$ cat src/rtl/k12a_sram_ctl.sv
// k12a_sram_ctl
//   Bus responder between the K12A CPU memory port and an asynchronous SRAM.
//   One read or write is accepted at a time over a valid/ready handshake.
//   The SRAM strobes are timed in sys_clock cycles and come straight from flops.
//
// Ports
//   sys_clock, reset         clock (rising edge); synchronous active-high reset
//   req_valid/req_ready      request handshake
//   req_write, req_addr,     request type (1 = write), address and write data
//   req_wdata
//   resp_valid, resp_rdata   one-cycle completion pulse; read data held until
//                            the next read completes
//   sram_addr, sram_wdata    registered SRAM address and write data
//   sram_data_oe             tristate enable for sram_wdata
//   sram_data_in             SRAM read data
//   sram_ce_n/we_n/oe_n      active-low SRAM strobes
//
// Build option
//   K12A_SRAM_POSTED_WRITE_EN  writes respond in the cycle after acceptance;
//                              DONE then responds for reads only.
module k12a_sram_ctl #(
  parameter int unsigned ADDR_WIDTH   = 16,
  parameter int unsigned DATA_WIDTH   = 8,
  parameter int unsigned SETUP_CYCLES = 1,
  parameter int unsigned PULSE_CYCLES = 2,
  parameter int unsigned HOLD_CYCLES  = 1,
  parameter int unsigned READ_CYCLES  = 2
) (
  input  logic                  sys_clock,
  input  logic                  reset,
  input  logic                  req_valid,
  output logic                  req_ready,
  input  logic                  req_write,
  input  logic [ADDR_WIDTH-1:0] req_addr,
  input  logic [DATA_WIDTH-1:0] req_wdata,
  output logic                  resp_valid,
  output logic [DATA_WIDTH-1:0] resp_rdata,
  output logic [ADDR_WIDTH-1:0] sram_addr,
  output logic [DATA_WIDTH-1:0] sram_wdata,
  output logic                  sram_data_oe,
  input  logic [DATA_WIDTH-1:0] sram_data_in,
  output logic                  sram_ce_n,
  output logic                  sram_we_n,
  output logic                  sram_oe_n
);

  localparam int unsigned MAX_WR  = (SETUP_CYCLES > PULSE_CYCLES)
                                  ? ((SETUP_CYCLES > HOLD_CYCLES) ? SETUP_CYCLES : HOLD_CYCLES)
                                  : ((PULSE_CYCLES > HOLD_CYCLES) ? PULSE_CYCLES : HOLD_CYCLES);
  localparam int unsigned MAX_CYC = (MAX_WR > READ_CYCLES) ? MAX_WR : READ_CYCLES;
  localparam int unsigned CNT_W   = $clog2(MAX_CYC + 1);

  // Counter loads are N-1 so a phase lasts N cycles and ends when cnt_q hits 0.
  localparam logic [CNT_W-1:0] SETUP_LD = CNT_W'(SETUP_CYCLES - 1);
  localparam logic [CNT_W-1:0] PULSE_LD = CNT_W'(PULSE_CYCLES - 1);
  localparam logic [CNT_W-1:0] HOLD_LD  = CNT_W'(HOLD_CYCLES - 1);
  localparam logic [CNT_W-1:0] READ_LD  = CNT_W'(READ_CYCLES - 1);

  typedef enum logic [2:0] {
    IDLE,
    W_SETUP,
    W_PULSE,
    W_HOLD,
    RD,
    DONE
  } state_t;

  state_t                  state_q, state_d;
  logic [CNT_W-1:0]        cnt_q, cnt_d;
  logic [ADDR_WIDTH-1:0]   addr_q, addr_d;
  logic [DATA_WIDTH-1:0]   wdata_q, wdata_d;
  logic [DATA_WIDTH-1:0]   rdata_q, rdata_d;
  logic                    resp_q, resp_d;
  logic                    ce_n_q, ce_n_d;
  logic                    we_n_q, we_n_d;
  logic                    oe_n_q, oe_n_d;
  logic                    data_oe_q, data_oe_d;
  logic                    accept;

  assign req_ready = (state_q == IDLE) && !reset;
  assign accept    = req_valid && req_ready;

  always_comb begin
    state_d = state_q;
    cnt_d   = cnt_q;
    addr_d  = addr_q;
    wdata_d = wdata_q;
    rdata_d = rdata_q;

    unique case (state_q)
      IDLE: begin
        if (accept) begin
          addr_d  = req_addr;
          wdata_d = req_wdata;
          if (req_write) begin
            state_d = W_SETUP;
            cnt_d   = SETUP_LD;
          end else begin
            state_d = RD;
            cnt_d   = READ_LD;
          end
        end
      end
      W_SETUP: begin
        if (cnt_q == '0) begin
          state_d = W_PULSE;
          cnt_d   = PULSE_LD;
        end else begin
          cnt_d = cnt_q - 1'b1;
        end
      end
      W_PULSE: begin
        if (cnt_q == '0) begin
          state_d = W_HOLD;
          cnt_d   = HOLD_LD;
        end else begin
          cnt_d = cnt_q - 1'b1;
        end
      end
      W_HOLD: begin
        if (cnt_q == '0) begin
          state_d = DONE;
        end else begin
          cnt_d = cnt_q - 1'b1;
        end
      end
      RD: begin
        if (cnt_q == '0) begin
          rdata_d = sram_data_in;
          state_d = DONE;
        end else begin
          cnt_d = cnt_q - 1'b1;
        end
      end
      DONE:    state_d = IDLE;
      default: state_d = IDLE;
    endcase

    // Strobes are decoded from the next state so the flopped outputs line up
    // with the state the FSM is in during the same cycle.
    ce_n_d    = !((state_d == W_SETUP) || (state_d == W_PULSE) ||
                  (state_d == W_HOLD)  || (state_d == RD));
    we_n_d    = (state_d != W_PULSE);
    oe_n_d    = (state_d != RD);
    data_oe_d = (state_d == W_SETUP) || (state_d == W_PULSE) || (state_d == W_HOLD);

`ifdef K12A_SRAM_POSTED_WRITE_EN
    resp_d = (accept && req_write) || ((state_q == RD) && (state_d == DONE));
`else
    resp_d = (state_d == DONE);
`endif
  end

  always_ff @(posedge sys_clock) begin
    if (reset) begin
      state_q   <= IDLE;
      cnt_q     <= '0;
      addr_q    <= '0;
      wdata_q   <= '0;
      rdata_q   <= '0;
      resp_q    <= 1'b0;
      ce_n_q    <= 1'b1;
      we_n_q    <= 1'b1;
      oe_n_q    <= 1'b1;
      data_oe_q <= 1'b0;
    end else begin
      state_q   <= state_d;
      cnt_q     <= cnt_d;
      addr_q    <= addr_d;
      wdata_q   <= wdata_d;
      rdata_q   <= rdata_d;
      resp_q    <= resp_d;
      ce_n_q    <= ce_n_d;
      we_n_q    <= we_n_d;
      oe_n_q    <= oe_n_d;
      data_oe_q <= data_oe_d;
    end
  end

  assign resp_valid   = resp_q;
  assign resp_rdata   = rdata_q;
  assign sram_addr    = addr_q;
  assign sram_wdata   = wdata_q;
  assign sram_data_oe = data_oe_q;
  assign sram_ce_n    = ce_n_q;
  assign sram_we_n    = we_n_q;
  assign sram_oe_n    = oe_n_q;

endmodule

$ cat config.mk
export PLATFORM = sky130hd
export DESIGN_NAME = k12a_sram_ctl
export DESIGN_NICKNAME = d
export VERILOG_FILES = /design/src/rtl/k12a_sram_ctl.sv
export SDC_FILE = /design/constraint.sdc
export NUM_CORES = 1
export LEC_CHECK = 0
export ABC_AREA = 1
export BUFFER_PORTS_ARGS = -buffer_cell sky130_fd_sc_hd__clkbuf_2
export CAP_MARGIN = 5
export CELL_PAD_IN_SITES_DETAIL_PLACEMENT = 1
export CELL_PAD_IN_SITES_GLOBAL_PLACEMENT = 2
export CORE_MARGIN = 4
export CORE_UTILIZATION = 24
export DETAILED_ROUTE_END_ITERATION = 12
export PLACE_DENSITY_LB_ADDON = 0.1
export SLEW_MARGIN = 20
export SYNTH_ARGS = -nofsm -noshare
export SYNTH_HDL_FRONTEND = slang
export SYNTH_SLANG_ARGS = --single-unit
$ cat constraint.sdc
create_clock -name sys_clock -period 1.8 [get_ports sys_clock]
set_input_delay 0.27 -clock sys_clock [delete_from_list [all_inputs] [get_ports sys_clock]]
set_output_delay 0.27 -clock sys_clock [all_outputs]
set_load 0.05 [all_outputs]
Word level (Yosys, flattened, before mapping)
Index checks and enable logic that the tools add are counted.
{"block": "word_totals", "elab_cells": 50, "register_bits": 42, "out_inout_bits": 38}
{"block": "classes", "muxes": 12, "add_sub_neg": 1, "n_reduce_logical": 14, "n_eq_ne": 13}
{"cell": "3-bit 2-to-1 mux", "count": 5}
{"cell": "3-bit by 2-bit == test with 1-bit output, second input constant", "count": 4}
{"cell": "3-bit one-hot mux with 4 select lines", "count": 1}
{"cell": "3-bit == test, second input constant", "count": 3}
{"cell": "2-bit 2-to-1 mux", "count": 4}
{"cell": "2-bit one-hot mux with 4 select lines", "count": 1}
{"cell": "3-bit by 1-bit == test with 1-bit output, second input constant", "count": 2}
{"cell": "2-bit != test, second input constant", "count": 2}
{"cell": "2-bit AND reduction", "count": 2}
{"cell": "4-bit nonzero test", "count": 1}
{"cell": "3-bit zero test", "count": 1}
{"cell": "1-bit logical OR", "count": 3}
{"cell": "3-bit by 2-bit != test with 1-bit output, second input constant", "count": 1}
{"cell": "3-bit != test, second input constant", "count": 1}
{"cell": "3-bit AND reduction", "count": 1}
{"cell": "1-bit logical AND", "count": 2}
{"cell": "1-bit zero test", "count": 2}
{"cell": "2-bit zero test", "count": 1}
{"cell": "2-bit OR reduction", "count": 1}
{"cell": "2-bit by 1-bit subtractor with 2-bit output, second input constant", "count": 1}
{"cell": "1-bit 2-to-1 mux", "count": 1}

Logic depth before layout (Yosys ltp)
{"block": "logic_depth", "word_depth": 10, "depth_mapped": 10, "ltp_nobuf": 10}

Worst setup path before layout
Ideal clock, no wire load.
{"block": "synth_timing", "kind": "register -> output", "start": "register state_q[0]", "end": "output port req_ready", "slack_ps": 268, "stages_incl_launch_ff": 5, "path_buffers": 1, "required_ps": 1530, "arrival_time_ps": 1262, "path_cell_list": "dfxtp_1 > buf_6 > nor2_4 > nand2_1 > nor2_1"}
{"block": "synth_via", "elab_chain_len": 2}
{"item": "start: declaration", "line_no": "68", "rtl": "state_t state_q, state_d;"}
{"item": "start signal: assignment", "line_no": "167", "rtl": "state_q <= state_d;"}
{"item": "3-bit zero test", "line_no": "80", "rtl": "assign req_ready = (state_q == IDLE) && !reset;"}
{"item": "1-bit logical AND", "line_no": "80"}
{"item": "end: declaration", "line_no": "32", "rtl": "output logic req_ready,"}
Every way passes these cells.

Worst setup path in the final report
{"block": "layout_timing", "start": "register state_q[2]", "end": "output port req_ready"}
The elaborated chain is that of the path after synthesis.

==> results.yml <==
clocking:
  cts_root_buf: "clkbuf_8"
  cts_buffer_depth: 2
  cts_setup_buffers: 0
  h-tree-depth: 2
  clkTransAtPathRegs_ps: 80
  cts_tree: "yes"
  clock-sinks: 42
  hold_buffers: 0
  worstSkewPairLatency_ps: 290
  cts_resized: 0
  numCtsBuffers: 5
logic_synthesis:
  syn_avg_cell_area_um2: 7.652
  async_flop_share: 0
  syn-instance-count: 216
  synth_most_common_cell: "nand2_1"
  ys_warn_count: 0
  synth.area.top_cells: "dfxtp_1 51%, nand2_1 14%, nand3_1 11%"
  synthesis.nets: 255
  yosysTopAreaCellShare: 0.5087
  synth_edf_count: 0
  synth_area_leader_cell: "dfxtp_1"
  synth_seq_cells: 42
  synth_common_cells: "63 x nand2_1, 42 x dfxtp_1, 36 x nand3_1, 29 x nor2_1, 12 x o21ai_0"
  syn_area_um2: 1653
  synthFlopType: "dfxtp_1"
  yosysSeqAreaShare: 0.5087
  yosysUniqueCellTypes: 19
power_and_ir_drop:
  peakVddDrop_mv: 0.4740
  power_mw: 3.536
  clock_power_share: 0.166
  p_leak_nw: 1.129
  pwr-share-comb: 0.467
  p_sw_frac: 0.4858
  p_int_mw: 1.818
  power_switching_mw: 1.718
  power_frac_seq: 0.367
  powerDensity_nw_per_um2: 1642
global_routing:
  grt_pass1_vias: 1703
  grt_antenna_before_repair: 0
  grt_pass1_wl_mm: 8.211
  grt_max_degree: 37
  grt_usage: 0.1213
  grt_overflow: 0
critical_path:
  arrival_ps: 1350
  reg2reg_slack_ps: 250
  cp-end-kind: "primary output"
  criticalPathCategory: "flop to primary output"
  critPathLaunch: "state_q[2]$_SDFF_PP0_"
  cp_cell_sequence: "inv_1, nand2_1, nor2_1, clkbuf_2"
  crit_family: "buffers and inverters"
  crit_end: "req_ready"
  path_depth: 4
  worstRegToRegCells: 7
  start_kind: "flop"
  reg2reg_from: "cnt_q[0]$_SDFFE_PP0P_"
  critPathBufInv: 2
  crit_fanout: 7
  required_ps: 1530
  critPathMaxStageDelay_ps: 370
  rr_endpoint: "sram_we_n$_SDFF_PP1_"
  slowest_stage: "dfxtp_1"
placement:
  port_buffers: 73
  placed_area_um2: 2073
  hpwl_mm: 3.533
  place_ws_ps: 236.8
  gp_congestion: 0.7755
timing:
  setup_tns_ps: 0
  worst_pin_slew_ps: 411.2
  hold_violations: 0
  min_period_ps: 1616
  max_freq_mhz: 618.8
  setup_slack_ps: 184.0
  period_share: 0.8978
  relSlewSlack: 0.7254
  rsz0062_at_grt: "no"
  finalClockSkew_ps: 7.023
  drv_slew: 0
  setup_viol: 0
finish:
  diodes: 0
  layout-drive-gt1-share: 0.3034
  final_util: 0.3297
  syn_to_final_growth_pct: 30.28
  final_cell_area_um2: 2153
  nets: 329
floorplan:
  initial_core_util: 0.2531
  rows: 29
  die_h_um: 90.99
  ios: 74
  die_w_um: 90.99
  coreArea_um2: 6531
  die_area_um2: 8278
detailed_routing:
  drt_iter0_drc: 49
  vias: 1622
  wl_per_cell_um: 12.98
  antenna_left: 0
  drt_pass1_iterations: 4
  vias_per_cell: 4.420
  drcViolationCount: 0
  wl_mm: 4.765
worst_hold_path:
  min_path_type: "primary input to flop"
flow_run:
  maxCapViolations: 0
run_status:
  status: "finished clean"
worst min path at each step:
stage               depth (start not counted)                          to                       start  slack [ps]
global route                                3  sram_wdata[3]$_SDFFE_PP0P_                req_wdata[3]         170
finish                                      3  sram_wdata[3]$_SDFFE_PP0P_                req_wdata[3]         170
detailed placement                          2  sram_addr[11]$_SDFFE_PP0P_  sram_addr[11]$_SDFFE_PP0P_         460
floorplan                                   1       state_q[0]$_SDFF_PP0_                       reset         340
CTS                                         3  sram_addr[14]$_SDFFE_PP0P_                req_addr[14]         150
global placement                            2  sram_wdata[2]$_SDFFE_PP0P_  sram_wdata[2]$_SDFFE_PP0P_         450
worst min-delay path, cell delays in order:
cell,delay (ps)
clkbuf_2,70
nand2_1,40
nand2_1,50
power groups by stage:
stage / registers (mW) / clock network, mW / logic [mW]
after global placement: 1.32 / 0 / 1.70
after global routing: 1.33 / 0.662 / 1.84
final: 1.30 / 0.587 / 1.65
after detailed placement: 1.32 / 0 / 1.68
after CTS: 1.30 / 0.624 / 1.69
after floorplan: 1.88 / 0 / 0.733
flip-flops by register name, indices dropped and copies added, names as in the netlist:
| register | flops |
|---|---|
| cnt_q | 2 |
| sram_we_n | 1 |
| sram_addr | 16 |
| state_q | 3 |
| sram_ce_n | 1 |
| resp_rdata | 8 |
| sram_oe_n | 1 |
| sram_data_oe | 1 |
| resp_valid | 1 |
| sram_wdata | 8 |
cell type report:
cell class	instances	area, um^2
inverter	13	48.80
timing repair buffer	75	380.4
clock buffer	6	72.57
multi-input combinational	153	706.9
tap	77	96.34
sequential	42	840.8
fill	851	4378
clock inverter	1	7.507
metrics by stage:
| step | instances | hold WS, ps |
|---|---|---|
| 6_report | 367 | 167.1 |
| 4_1_cts | 367 | 154.4 |
| 3_3_place_gp | 360 | 452.5 |
| 5_1_grt | 367 | 168.9 |
| 2_1_floorplan | 216 | 342.4 |
| 3_5_place_dp | 360 | 460.3 |
cells in the final DEF (no fill, tap or decap):
master	instances
buf_4	2
clkbuf_1	1
clkbuf_2	73
clkbuf_8	5
clkinvlp_4	1
dfxtp_1	42
ha_1	3
inv_1	11
inv_2	2
nand2_1	63
nand2_2	2
nand3_1	36
nand4_1	2
nand4_4	1
nor2_1	29
nor2_2	1
nor2_4	1
nor3_1	1
o211ai_1	2
o21ai_0	12
layer usage:
| metal | part of all wire | vias up | GRT usage |
|---|---|---|---|
| met1 | 0.44 | 727 | 0.1445 |
| met2 | 0.47 | 50 | 0.2011 |
| met3 | 0.079 | 7 | 0.04793 |
| met5 | 0 | - | 0 |
| met4 | 0.013 | 0 | 0.03769 |
| li1 | - | 838 | - |
logic make-up after synthesis:
logic type / after synthesis / share of synthesized area
AO/OA/AOI/OAI: 14 / 0.04542
adder cells (fa/ha/maj): 3 / 0.02271
buffers and inverters: 21 / 0.06358
flip-flops: 42 / 0.5087
AND/OR/NAND/NOR: 136 / 0.3596
(Power assumes the default switching activity.)
